### src/rtl/alu_exec_unit.sv
// alu_exec_unit: ALU with bit-serial shifter; in clk,rst(async low),Start,ALUOps[4],A[32],B[32],Shamt[5]; out Result[32],Done,Busy,CarryFlag,ZeroFlag,SignFlag
module alu_exec_unit (
  input  logic        clk,
  input  logic        rst,
  input  logic        Start,
  input  logic [3:0]  ALUOps,
  input  logic [31:0] A,
  input  logic [31:0] B,
  input  logic [4:0]  Shamt,
  output logic [31:0] Result,
  output logic        Done,
  output logic        Busy,
  output logic        CarryFlag,
  output logic        ZeroFlag,
  output logic        SignFlag
);
  typedef enum logic [1:0] {IDLE, SHIFT, DONE} state_t;
  state_t state, state_nx;
  logic [31:0] work, work_nx, res;
  logic [32:0] sum;
  logic [4:0] cnt, amt;
  logic [1:0] styp, typ;
  logic acc, is_sh, is_add, go_sh;
  always_comb begin
    acc = Start && state != SHIFT;
    is_sh = ALUOps inside {4'b0000, 4'b0001, 4'b0010, 4'b0011, 4'b0100, 4'b0101};
    amt = (ALUOps[2] || ALUOps == 4'b0011) ? B[4:0] : Shamt;
    typ = ALUOps inside {4'b0000, 4'b0100} ? 2'd0 : ALUOps inside {4'b0001, 4'b0101} ? 2'd1 : 2'd2;
    go_sh = is_sh && amt != 5'd0;
    is_add = ALUOps == 4'b1010;
    sum = {1'b0, A} + {1'b0, B};
    res = is_add ? sum[31:0] :
          ALUOps == 4'b1111 ? 32'd0 - B :
          ALUOps == 4'b1011 ? A - B :
          ALUOps == 4'b1000 ? A & B :
          ALUOps == 4'b1001 ? A ^ B :
          (ALUOps == 4'b1110 || is_sh) ? A : 32'd0;
    work_nx = styp == 2'd0 ? {work[30:0], 1'b0} : {styp == 2'd2 && work[31], work[31:1]};
    state_nx = acc ? (go_sh ? SHIFT : DONE) :
               state == SHIFT ? (cnt == 5'd1 ? DONE : SHIFT) : IDLE;
  end
  assign Done = state == DONE;
  assign Busy = state == SHIFT;
  always_ff @(posedge clk or negedge rst)
    if (!rst) state <= IDLE;
    else state <= state_nx;
  always_ff @(posedge clk or negedge rst) begin
    if (!rst) begin
      work <= '0;
      cnt <= '0;
      styp <= '0;
      Result <= '0;
      CarryFlag <= 1'b0;
      ZeroFlag <= 1'b0;
      SignFlag <= 1'b0;
    end else if (acc) begin
      if (go_sh) begin
        work <= A;
        cnt <= amt;
        styp <= typ;
      end else begin
        Result <= res;
        ZeroFlag <= res == 32'd0;
        SignFlag <= res[31];
        if (is_add) CarryFlag <= sum[32];
      end
    end else if (state == SHIFT) begin
      work <= work_nx;
      cnt <= cnt - 5'd1;
      if (cnt == 5'd1) begin
        Result <= work_nx;
        ZeroFlag <= work_nx == 32'd0;
        SignFlag <= work_nx[31];
      end
    end
  end
endmodule

### config.mk
export PLATFORM = sky130hd
export DESIGN_NAME = alu_exec_unit
export DESIGN_NICKNAME = d
export VERILOG_FILES = /design/src/rtl/alu_exec_unit.sv
export SDC_FILE = /design/constraint.sdc
export NUM_CORES = 1
export LEC_CHECK = 0
export BUFFER_PORTS_ARGS = -buffer_cell sky130_fd_sc_hd__buf_2
export CAP_MARGIN = 20
export CORE_UTILIZATION = 50
export DETAILED_ROUTE_END_ITERATION = 8
export GPL_TIMING_DRIVEN = 0
export PLACE_DENSITY = 0.74
export SETUP_SLACK_MARGIN = 0.5
export SYNTH_ARGS = -nofsm -noshare
export SYNTH_HDL_FRONTEND = slang
export SYNTH_SLANG_ARGS = --single-unit
### constraint.sdc
create_clock -name clk -period 2.7 [get_ports clk]
set_input_delay 0.54 -clock clk [delete_from_list [all_inputs] [get_ports clk]]
set_output_delay 0.54 -clock clk [all_outputs]
set_load 0.01 [all_outputs]
==> flow_summary.json, run 1 <==
{
  "period_share_pct": 149.5,
  "htree_num_levels": 3,
  "synth_fp_nets": 1670,
  "fin_ws_ns": -1.336,
  "slowest_stage": "or4_4",
  "power.total_w": 0.009493,
  "slowest_delay_ns": 0.57,
  "vias": 14333,
  "start_util_pct": 51.17,
  "dr.pass1.iters": 6,
  "most-common-layout-cells": "nand2_1, nor2_1, a21oi_1",
  "async_flop_share_pct": 100.0,
  "violations": "negative setup slack",
  "syn_area_per_cell_sq_um": 6.811,
  "tritoncts": "built",
  "drt-total-wl_mm": 53.50,
  "fin_setup_tns_ns": -20.37,
  "cp-end-kind": "register",
  "timing.slew.headroom_pct": 28.48,
  "cp_max_fo": 4,
  "grt_pass1_vias": 13671,
  "hp-class": "input pin to async pin",
  "synth_cell_types": 82,
  "synth_edf_count": 0,
  "synth_area_sq_mm": 0.01039,
  "area_growth_pct": 43.76,
  "nNetsFinal": 1886,
  "cts_buffer_depth": 2,
  "die_h_um": 146.1,
  "final_core_util_pct": 73.56,
  "hold_viol_final": 0,
  "layout_commonest_cell": "nand2_1",
  "antenna_found_initial": 1,
  "worstMarginPinSlew_ns": 1.073,
  "die_w_um": 146.1,
  "rsz0062_at_grt": "true",
  "timing.rr.end": "ZeroFlag",
  "r2r-start": "state[0]",
  "rows": 52,
  "grt_pass1_wl_mm": 79.60,
  "dpl_worst_slack_ns": -1.974,
  "core_sq_mm": 0.02030,
  "grt_max_degree": 69,
  "io_pins": 113,
  "reg2reg_depth": 11,
  "routed_via_density": 7.106,
  "cp_num_buf_inv": 1,
  "place_congestion": 1.053,
  "dp_hpwl_mm": 38.02,
  "start_kind": "input pin",
  "min_period_ns": 4.036,
  "post_drt_wl_per_cell_um": 26.53,
  "clock-sinks": 75,
  "clock_skew_ns": 0.004936,
  "cts_root_buf": "clkbuf_16",
  "finalSetupViolCount": 68,
  "path_depth": 12,
  "dieArea_sq_mm": 0.02136,
  "ir_drop_uv": 400.8,
  "r2r_slack_ns": -0.69,
  "cts_buffers": 9,
  "leakagePower_nw": 6.001,
  "path_class": "input pin to register",
  "path_common_cell": "nor4_4",
  "cp-startpoint": "B[14]",
  "path_delay_family": "simple AND/OR/NAND/NOR gates",
  "synth-seq-cells": 75,
  "fmax_ghz": 0.2478,
  "drive_gt1_share_pct": 33.56,
  "path_clk_slew_ns": 0.06,
  "required_ns": 2.98,
  "yosys_most_used_dff": "dfrtp_1",
  "track_usage_pct": 48.49,
  "synth_cells": 1525,
  "holdBufCountCts": 0,
  "drc": 0,
  "maxSlewViolCount": 0,
  "grt_overflow_total": 0,
  "clock_latency_ns": 0.34,
  "maxCapViolations": 0,
  "status": "finished with violations",
  "worstPathArrival_ns": 4.32,
  "yosys_warnings": 0,
  "yosysSeqAreaShare_pct": 18.07,
  "drtIter0Drc": 1799,
  "cellPowerDensity_mw_per_mm2": 635.7,
  "postRouteAntennaNets": 0,
  "worstPathCellList": "buf_2 > or4_4 > nor4_4 > a211oi_1 > or3_1 > or4b_1 > or3b_1 > nand4_1 > nor4_4 > nand4b_1 > nor4_2 > a41o_1",
  "portBuffers": 110
}
==> worst register-to-register path, stage by stage, from the launching register on <==
cell and delay (ns):
dfrtp_1 0.38, nand2b_1 0.07, clkbuf_2 0.34, and2_1 0.34, o311ai_0 0.19, a211o_1 0.38
a2111oi_0 0.30, nand4_1 0.22, nor4_4 0.39, nand4b_1 0.17, nor4_2 0.35, a41o_1 0.20
==> power breakdown <==
part	leakage, nW	internal [W]	switching, W	total, W
Sequential	0.831	0.00164	0.000551	0.00219
Clock	0.155	0.000834	0.000500	0.00133
Combinational	5.02	0.00240	0.00356	0.00597
Total	6.00	0.00488	0.00461	0.00949
==> what timing repair did <==
item / in CTS / in global routing
gates resized for setup: 334 / 108
endpoints found under the setup margin: 74 / 75
pin swaps: 91 / 61
setup buffers: 57 / 28
gates cloned: 8 / 0
==> flip-flops by register name, summed over array words and instances, names as in the netlist <==
register	count
state	2
ZeroFlag	1
CarryFlag	1
work	32
Result	32
styp	2
cnt	5
==> synthesized netlist by cell type, types with 19 or more instances <==
master,number,area [sq um]
nand3_1,55,275.3
nand2_1,162,608.1
clkbuf_1,88,330.3
nor3_1,31,155.2
a211oi_1,28,210.2
a21oi_1,172,860.8
inv_1,78,292.8
xnor2_1,38,332.8
dfrtp_1,75,1877
nor2_1,171,641.9
nand4_1,19,118.9
nor2b_1,19,118.9
nor4_1,29,181.4
o21bai_1,19,142.6
o21ai_0,121,605.6
ha_1,67,838.3
o31ai_1,26,195.2
==> through the flow <==
stage                     std cells  cell area [sq um]  hold WS, ns
after floorplan                1525              11130       0.2444
after global placement         1905              12010       0.4631
after detailed placement       1907              12050       0.3744
after CTS                      1988              14290      0.01870
after global routing           2016              14930      0.01868
final                          2017              14930      0.01149
==> worst max-delay path by stage <==
stage	endpoint	slack (ns)
6_report	ZeroFlag	-1.34
5_1_grt	ZeroFlag	-1.38
4_1_cts	ZeroFlag	-1.14
3_5_place_dp	ZeroFlag	-1.97
3_3_place_gp	ZeroFlag	-2.00
2_1_floorplan	ZeroFlag	-0.60
==> logic make-up (layout without fill, tap and decap cells) <==
| kind of cell | count (synthesis) | count (layout) | synth area share [%] |
|---|---|---|---|
| AO/OA/AOI/OAI | 568 | 568 | 35.55 |
| XOR/XNOR | 40 | 40 | 3.373 |
| adder cells (fa/ha/maj) | 69 | 69 | 8.456 |
| buffers and inverters | 183 | 403 | 6.661 |
| flip-flops | 75 | 75 | 18.07 |
| multiplexers | 15 | 15 | 1.469 |
| other | 0 | 1 | 0 |
| AND/OR/NAND/NOR | 575 | 576 | 26.43 |
==> cell type report <==
| type | instances | area, sq um |
|---|---|---|
| diodes | 1 | 2.502 |
| repair inverters | 1 | 7.507 |
| well taps | 270 | 337.8 |
| flip-flops and latches | 75 | 1877 |
| fillers | 1620 | 5366 |
| plain buffers | 104 | 829.5 |
| multi-input cells | 1268 | 9550 |
| clock inverters | 6 | 88.84 |
| clock buffers | 10 | 239.0 |
| repair buffers | 203 | 1620 |
| inverters | 79 | 380.4 |
==> metal layers <==
metal	GRT usage (%)	part of all wire (%)	wire [um]	vias to the layer above
li1	-	-	-	6064
met1	60.26	36	19300	6663
met2	74.29	42	22560	1237
met3	12.97	14	7371	367
met4	30.78	8.0	4254	2
met5	0	0.026	14	-
(Power assumes the default switching activity.)
==> run 2, diff against run 1 <==
--- a/config.mk
+++ b/config.mk
@@ -7,10 +7,12 @@
 export LEC_CHECK = 0
 export BUFFER_PORTS_ARGS = -buffer_cell sky130_fd_sc_hd__buf_2
 export CAP_MARGIN = 20
-export CORE_UTILIZATION = 50
+export CELL_PAD_IN_SITES_DETAIL_PLACEMENT = 0
+export CELL_PAD_IN_SITES_GLOBAL_PLACEMENT = 1
+export CORE_UTILIZATION = 44
 export DETAILED_ROUTE_END_ITERATION = 8
 export GPL_TIMING_DRIVEN = 0
-export PLACE_DENSITY = 0.74
+export PLACE_DENSITY = 0.87
 export SETUP_SLACK_MARGIN = 0.5
 export SYNTH_ARGS = -nofsm -noshare
 export SYNTH_HDL_FRONTEND = slang
==> run 2 against run 1 <==
Effect of this change: the run still ends with negative setup slack left; clock power rose by 5%; critical endpoint unchanged; sequential share of layout area fell by 0.51 points; register-to-register slack improved by 0.10 ns; flip-flop and latch count did not move; count of clock-buffer cells in the layout fell by 1; via count rose by 0.18%; core utilization fell by 5.6 points; largest cell class unchanged; largest power group unchanged; non-clock buffer count rose by 33; critical path depth rose by 2; power rose by 8.1%.
==> flow_summary.json, run 2 (synthesized netlist as in run 1, its figures left out) <==
{
  "drive_gt1_share_pct": 36.00,
  "grtUsageMet2_pct": 68.44,
  "slowest_delay_ns": 0.53,
  "ir_drop_uv": 614.7,
  "timing.slew.headroom_pct": 32.86,
  "routed_via_density": 6.864,
  "place_congestion": 1.022,
  "period_share_pct": 146.4,
  "status": "finished with violations",
  "fmax_ghz": 0.2529,
  "cp-startpoint": "B[1]",
  "clock_skew_ns": 0.005359,
  "path_class": "input pin to register",
  "dpl_worst_slack_ns": -1.975,
  "timing.rr.end": "ZeroFlag",
  "grt_pass1_vias": 12858,
  "path_clk_slew_ns": 0.06,
  "cellPowerDensity_mw_per_mm2": 658.9,
  "htree_num_levels": 3,
  "cp-end-kind": "register",
  "violations": "negative setup slack",
  "fillers": 1930,
  "core_sq_mm": 0.02292,
  "grt_max_degree": 71,
  "hold_viol_final": 0,
  "worstMarginPinSlew_ns": 0.9979,
  "clock-sinks": 75,
  "start_kind": "input pin",
  "cp_max_fo": 2,
  "hp-class": "input pin to async pin",
  "leakagePower_nw": 6.241,
  "top_usage_layer": "met2",
  "clock_latency_ns": 0.34,
  "required_ns": 2.98,
  "finalSetupViolCount": 73,
  "cts_buffer_depth": 2,
  "rsz0062_at_grt": "true",
  "drtIter0Drc": 2002,
  "fin_setup_tns_ns": -34.29,
  "grt_pass1_wl_mm": 79.35,
  "reg2reg_depth": 11,
  "track_usage_pct": 43.64,
  "tritoncts": "built",
  "worstPathArrival_ns": 4.23,
  "rows": 55,
  "final_core_util_pct": 67.94,
  "dr.pass1.iters": 6,
  "post_drt_wl_per_cell_um": 27.08,
  "drc": 0,
  "portBuffers": 110,
  "maxCapViolations": 0,
  "grt.met1_usage_pct": 56.92,
  "layout_commonest_cell": "nand2_1",
  "placed_area_sq_mm": 0.01212,
  "antenna_found_initial": 2,
  "drt-total-wl_mm": 56.65,
  "cts_root_buf": "clkbuf_16",
  "gr-usage-met3_pct": 9.694,
  "worstPathCellList": "buf_8 > inv_6 > ha_4 > or4b_4 > nor4_4 > a211oi_1 > or3_1 > or4b_4 > or3b_1 > nand4_1 > nor4_4 > nand4b_1 > nor4_2 > a41o_1",
  "path_delay_family": "simple AND/OR/NAND/NOR gates",
  "min_period_ns": 3.953,
  "dp_hpwl_mm": 40.35,
  "dieArea_sq_mm": 0.02423,
  "io_pins": 113,
  "stdcell_area_sq_mm": 0.01557,
  "nNetsFinal": 1919,
  "top_regs": "Result (32), work (32), cnt (5)",
  "r2r_slack_ns": -0.59,
  "grt_overflow_total": 0,
  "regArea_sq_mm": 0.001877,
  "fin_ws_ns": -1.253,
  "cts_buffers": 9,
  "multiInputGateArea_sq_mm": 0.009696,
  "die_h_um": 155.7,
  "area_growth_pct": 49.88,
  "most-common-layout-cells": "nand2_1, nor2_1, a21oi_1",
  "holdBufCountCts": 0,
  "maxSlewViolCount": 0,
  "slowest_stage": "or4b_4",
  "r2r-start": "state[0]",
  "cp_num_buf_inv": 2,
  "vias": 14359,
  "die_w_um": 155.7,
  "start_util_pct": 45.33,
  "postRouteAntennaNets": 0
}
run 2: changes by cell type in the layout (fill, tap and decap cells not counted), sizes merged:
cell,previous run,this run
clkbuf,99,100
clkinv,2,3
bufinv,2,3
buf,218,249
clkinvlp,4,5
inv,78,75
run 2: cell type report:
type	instances	area share (%)
repair buffers	236	12.88
clock buffers	9	1.447
well taps	313	2.515
multi-input cells	1268	62.28
diodes	1	0.01607
repair inverters	1	0.04822
plain buffers	104	5.626
flip-flops and latches	75	12.05
inverters	79	2.395
clock inverters	6	0.7394
run 2: worst register-to-register path, delay by kind of cell, from the launching register on:
family / cells / cell delay, ns
and+or+nand+nor: 6 / 1.42
AOI/OAI and AO/OA: 4 / 1.07
buffers and inverters: 1 / 0.36
DFF: 1 / 0.37
run 2: repair_timing:
action / CTS / global route
pin swaps: 70 / 63
gates cloned: 8 / 2
setup buffers: 65 / 50
gates resized for setup: 288 / 223
endpoints found under the setup margin: 75 / 75
run 2: layer usage:
layer  vias up  wire [um]
met3       288       7474
li1       6158          -
met4         0       3770
met5         -          0
met2      1137      24140
met1      6776      21270
run 2: power breakdown:
part	internal, W	switching (W)
registers	0.00164	0.000627
clock network	0.000901	0.000493
logic	0.00273	0.00387
total	0.00527	0.00499
run 2: how the worst max path moves through the flow:
stage	slack (ns)	cells past startpoint	to
detailed placement	-1.98	12	ZeroFlag
global route	-1.29	14	ZeroFlag
CTS	-1.37	14	ZeroFlag
finish	-1.25	14	ZeroFlag
floorplan	-0.60	11	ZeroFlag
global placement	-1.96	12	ZeroFlag
run 2: through the flow:
step                      hold WS, ns  power [W]  std cells
after CTS                     0.01224   0.008897       2039
after global placement         0.4591   0.006524       1948
after detailed placement       0.3634   0.006583       1951
after global routing          0.01032    0.01067       2091
final                         0.01148    0.01026       2092
after floorplan                0.2444   0.005024       1525
